<file path="src/rtl/adder_pkg.sv">
// Shared constants and a reference sum helper for the registered ripple-carry adder.
package adder_pkg;

   localparam int DEFAULT_WIDTH = 8;

   function automatic logic [DEFAULT_WIDTH:0] expected_sum(
      input logic [DEFAULT_WIDTH-1:0] a,
      input logic [DEFAULT_WIDTH-1:0] b
   );
      return {1'b0, a} + {1'b0, b};
   endfunction

endpackage

</file>
<file path="src/rtl/full_adder_cell.sv">
// One-bit full adder, purely combinational; chained to form the ripple-carry sum.
module full_adder_cell (
   input  logic x,
   input  logic y,
   input  logic cin,
   output logic s,
   output logic cout
);

   assign s    = x ^ y ^ cin;
   assign cout = (x & y) | (cin & (x ^ y));

endmodule

</file>
<file path="src/rtl/adder_8bit.sv">
// Registered unsigned adder: a ripple chain of full_adder_cell instances feeding a
// one-cycle output register; res[WIDTH] carries the final carry-out.
module adder_8bit
   import adder_pkg::*;
#(
   parameter int WIDTH = DEFAULT_WIDTH
) (
   input  logic             clk,
   input  logic             rst_n,
   input  logic             in_valid,
   input  logic [WIDTH-1:0] a,
   input  logic [WIDTH-1:0] b,
   output logic             out_valid,
   output logic [WIDTH:0]   res
);

   logic [WIDTH:0] carry;
   logic [WIDTH:0] sum;

   assign carry[0] = 1'b0;

   for (genvar i = 0; i < WIDTH; i++) begin : g_ripple
      full_adder_cell u_fa (
         .x    (a[i]),
         .y    (b[i]),
         .cin  (carry[i]),
         .s    (sum[i]),
         .cout (carry[i+1])
      );
   end

   assign sum[WIDTH] = carry[WIDTH];

   // res only loads on valid cycles, so garbage on a/b while idle never reaches it
   always_ff @(posedge clk or negedge rst_n) begin
      if (!rst_n) begin
         res       <= '0;
         out_valid <= 1'b0;
      end else begin
         out_valid <= in_valid;
         if (in_valid) begin
            res <= sum;
         end
      end
   end

endmodule

</file>
<file path="config.mk">
export PLATFORM = sky130hd
export DESIGN_NAME = adder_8bit
export DESIGN_NICKNAME = d
export VERILOG_FILES = /design/src/rtl/adder_pkg.sv /design/src/rtl/full_adder_cell.sv /design/src/rtl/adder_8bit.sv
export SDC_FILE = /design/constraint.sdc
export NUM_CORES = 1
export LEC_CHECK = 0
export BUFFER_PORTS_ARGS = -buffer_cell sky130_fd_sc_hd__buf_4
export CORE_AREA = 2 2 39 41
export CTS_BUF_LIST = sky130_fd_sc_hd__clkbuf_8
export DETAILED_ROUTE_END_ITERATION = 7
export DIE_AREA = 0 0 41 43
export PLACE_DENSITY = 0.79
export SYNTH_ARGS = -nofsm -noshare
export SYNTH_HDL_FRONTEND = slang
export SYNTH_HIERARCHICAL = 1
export SYNTH_SLANG_ARGS = --single-unit
export TNS_END_PERCENT = 50
</file>
<file path="constraint.sdc">
create_clock -name clk -period 2.4 [get_ports clk]
set_clock_uncertainty 0.2 [all_clocks]
set_input_delay 0.6 -clock clk [delete_from_list [all_inputs] [get_ports clk]]
set_output_delay 0.6 -clock clk [all_outputs]
set_load 0.02 [all_outputs]
</file>
; Word-level counts from Yosys, hierarchy flattened
; Cells that the tools add are included.
[op_classes]
bitwise_logic = 37
[op_table]
columns = cell, count
row1 = AND 1 bit, 15
row2 = bitwise XOR 1 bit, 15
row3 = OR 1 bit, 7
[word_totals]
wordCells = 39
output_inout_bits = 10
regBits = 10
inputBits = 19

; Depth between registers and ports, before layout
[depth]
depth_word = 15
ltp_mapped = 9
mapped_depth_nobuf = 9

; Hierarchy
; The synthesis kept the hierarchy.
[by_module_without_submodules]
columns = module, cells_per_inst, seq_area_each_um2, n_inst, area_per_inst_um2
row1 = adder_8bit, 21, 250.2, 1, 400.4
row2 = full_adder_cell, 1, 0.0, 8, 20.0

; Worst setup path after synthesis
; Ideal clock, no wire load.
[synth_path]
kind = input -> register
start = input port b[0]
end = register res[7]
required_time_ns = 2.075
arrival_ns = 3.973
n_path_buf = 0
path_slack_ns = -1.898
path_stages = 9
setup_ns = 0.125
path_cell_list = fa_1 -> fa_1 -> fa_1 -> fa_1 -> fa_1 -> fa_1 -> fa_1 -> fa_1 -> mux2_4
[synth_via]
elab_chain_len = 14
[synth_lines]
columns = item, line
row1 = start: declaration, adder_8bit.sv:12  ; input logic [WIDTH-1:0] b,
row2 = AND 1 bit (2 in series), full_adder_cell.sv:11  ; assign cout = (x & y) | (cin & (x ^ y));
row3 = OR 1 bit, full_adder_cell.sv:11
row4 = net carry[2], adder_8bit.sv:17  ; logic [WIDTH:0] carry;
row5 = AND 1 bit, full_adder_cell.sv:11
row6 = OR 1 bit, full_adder_cell.sv:11
row7 = net carry[3], adder_8bit.sv:17
row8 = AND 1 bit, full_adder_cell.sv:11
row9 = OR 1 bit, full_adder_cell.sv:11
row10 = net carry[4], adder_8bit.sv:17
row11 = [... 2 more ...], -
row12 = net carry[5], adder_8bit.sv:17
row13 = AND 1 bit, full_adder_cell.sv:11
row14 = OR 1 bit, full_adder_cell.sv:11
row15 = net carry[6], adder_8bit.sv:17
row16 = AND 1 bit, full_adder_cell.sv:11
row17 = OR 1 bit, full_adder_cell.sv:11
row18 = net carry[7], adder_8bit.sv:17
row19 = bitwise XOR 1 bit, full_adder_cell.sv:10  ; assign s = x ^ y ^ cin;
row20 = net sum[7], adder_8bit.sv:18  ; logic [WIDTH:0] sum;
row21 = end signal: assignment, adder_8bit.sv:42  ; res <= sum;
row22 = end: declaration, adder_8bit.sv:14  ; output logic [WIDTH:0] res
; The timed path passes the listed nets, and every way through them passes these cells.
; A chain may end at the register's enable or synchronous reset.

; Worst setup path in the final report
[layout_path]
start = input port a[0]
end = register res[7]
[layout_via]
elab_chain_len = 14
[layout_lines]
columns = item, line
row1 = start: declaration, adder_8bit.sv:11  ; input logic [WIDTH-1:0] a,
row2 = AND 1 bit, full_adder_cell.sv:11
row3 = net carry[1], adder_8bit.sv:17
row4 = AND 1 bit, full_adder_cell.sv:11
row5 = OR 1 bit, full_adder_cell.sv:11
row6 = net carry[2], adder_8bit.sv:17
row7 = AND 1 bit, full_adder_cell.sv:11
row8 = OR 1 bit, full_adder_cell.sv:11
row9 = net carry[3], adder_8bit.sv:17
row10 = [... 2 more ...], -
row11 = net carry[4], adder_8bit.sv:17
row12 = [... 2 more ...], -
row13 = net carry[5], adder_8bit.sv:17
row14 = AND 1 bit, full_adder_cell.sv:11
row15 = OR 1 bit, full_adder_cell.sv:11
row16 = net carry[6], adder_8bit.sv:17
row17 = AND 1 bit, full_adder_cell.sv:11
row18 = OR 1 bit, full_adder_cell.sv:11
row19 = net carry[7], adder_8bit.sv:17
row20 = bitwise XOR 1 bit, full_adder_cell.sv:10
row21 = net sum[7], adder_8bit.sv:18
; The timed path passes the listed nets, and every way through them passes these cells.

==> results.ini <==
[sta]
timing.final.crit_period_ns = 3.884
fin_hold_ws_ns = 0.3102
max_freq_mhz = 257.4
period_share_pct = 161.9
setup_viol = 6
slew_viol_final = 0
rsz0062_at_grt = yes
hold_viol_final = 0
fin_ws_ns = -1.484

[placement]
place_area_um2 = 799.5
gp_congestion = 0.7513
dpl.hpwl_um = 834.3
port_buffers = 28

[synthesis]
syn_inst = 29
synth.distinct_cells = 5
avgSynthCellArea_um2 = 19.33
ys_seq_elements = 10
ys_warn_count = 6
synth_flop_cell = dfrtp_1
synth_top_area_share_pct = 44.64
yosys-top-cells-area = dfrtp_1 (45%), fa_1 (29%), mux2_4 (24%), buf_6 (2.0%), conb_1 (0.67%)
synth.most_common_cell = dfrtp_1
synth-async-reset-ratio_pct = 100.0
postSynthNetCount = 56
synth_commonest_cells = dfrtp_1 (10), mux2_4 (9), fa_1 (8)
yosysSeqAreaShare_pct = 44.64
synth_edf_count = 0
yosys.area.top_type = dfrtp_1
syn-cell-area_um2 = 560.5

[layout]
diodes = 0
nets = 89
drive_gt1_share_pct = 80.33
synthToLayoutAreaGrowth_pct = 55.58
fin_area_um2 = 872.1

[route]
routedWlPerCell_um = 12.86
vias_per_cell = 4.545
wl_um = 990
dr_total_vias = 350
drc = 0
first_pass_iters = 1
first_iter_violations = 0
ant_nets = 0

[outcome]
violations = setup timing
status = finished, violations left

[critical_path]
worstSetupPathType = in2reg
critical_path.slowest_cell = fa_2
cpMostUsedCell = fa_2
crit_path_end_kind = flip-flop
critPathLaunch = a[0]
crit_arrival_ns = 3.80
required_ns = 2.31
crit_path_start_kind = input port
crit_path_max_fanout = 1
worstReg2RegStart = res[3]
cp_cell_sequence = buf_6 -> fa_2 -> fa_2 -> fa_2 -> fa_2 -> fa_2 -> fa_2 -> fa_2 -> fa_2 -> mux2_4
max_stage_delay_ns = 0.40

[min_path]
worstHoldStart = res[0]
min_path_type = reg2reg

[die]
ios = 29
core_um2 = 1384
die_area_um2 = 1763
fp.dieW_um = 41
num_rows = 14
initial_core_util_pct = 40.51
die_h_um = 43

[clock_network]
clock_latency_ns = 0.23
cts.sinks = 10
numCtsBuffers = 3
cts_tree = yes
path_clk_slew_ns = 0.05
cts-htree-levels = 1
max-clock-path-buffers = 2
post_cts_buffers = 0
cts_root_buf = clkbuf_8

[power]
irDropWorstVdd_v = 0.0006006
power_mw = 0.6583
leakagePower_nw = 0.4159
p_per_area_nw_per_um2 = 754.9

[grt]
grt_pass1_vias = 361
antenna_found_initial = 0
grt_pass1_wl_um = 1511
grt_max_degree = 11
grtUsageTotal_pct = 13.87
grt.overflow.total = 0

[job]
drv_cap = 0

-- path summary, 6_finish.rpt --
path | endpoint | slack (ns) | depth (start not counted)
hold reg to reg | res[0] | 0.31 | 1
hold / removal | res[0] | 0.31 | 1
setup reg to reg | res[3] | 1.43 | 1
setup / recovery | res[7] | -1.48 | 10
min in group asynchronous | res[6] | 0.53 | 2
max in group asynchronous | res[0] | 1.33 | 2
-- report_power, final --
| part | internal [mW] | switching, mW |
|---|---|---|
| logic | 0.129 | 0.0961 |
| registers | 0.205 | 0.0201 |
| clock network | 0.144 | 0.0647 |
-- routing by layer --
metal  global-route usage (%)  wire (um)  vias to the layer above
met5                        0          0                        -
met4                    4.000          0                        0
met3                    7.853         85                        0
met2                    21.88        554                       16
met1                    15.28        350                      178
li1                         -          -                      156
-- registers in the layout, indices dropped and copies added, names as in the netlist --
signal	cells
out_valid	1
res	9
-- repair_timing --
action                                  4_1_cts  5_1_grt
resized for setup                             2        0
endpoints found under the setup margin        6        6
hold buffers                                  1        0
hold endpoints to repair                     10        0
gates cloned                                  0        0
pin swaps                                     3        1
-- worst max-delay path: cells and delay by family --
family,cells,cell delay (ns)
buf+inv,1,0.09
mux,1,0.26
fa+ha+maj,8,2.84
-- cells by family after synthesis --
family / Yosys count / synth area share [%]
flip-flops: 10 / 44.64
multiplexers: 9 / 24.11
adder cells (fa/ha/maj): 8 / 28.57
buffers and inverters: 1 / 2.009
other: 1 / 0.6690
-- through the flow --
step                      instances  TNS [ns]  util, %  setup slack [ns]
final                            77    -5.324    63.02            -1.484
after floorplan                  29    -6.180        -            -1.610
after detailed placement         72    -7.484    57.78            -1.823
after global routing             77    -5.665    63.02            -1.567
after global placement           72    -7.230    57.78            -1.793
after CTS                        77    -5.615    63.02            -1.536
-- cells in the final DEF (no fill, tap or decap) --
cell / instances
buf_4: 26
dfrtp_1: 10
mux2_4: 9
fa_2: 8
clkbuf_8: 4
buf_6: 2
conb_1: 1
dlygate4sd3_1: 1
-- final cells by class --
cell class                 instances  area, um^2
clock buffer                       4       55.05
multi-input combinational         18       319.1
sequential                        10       250.2
tap                               16       20.02
fill                             110       511.7
timing repair buffer              29       227.7
Note: power is estimated with default switching activity, not from simulation.
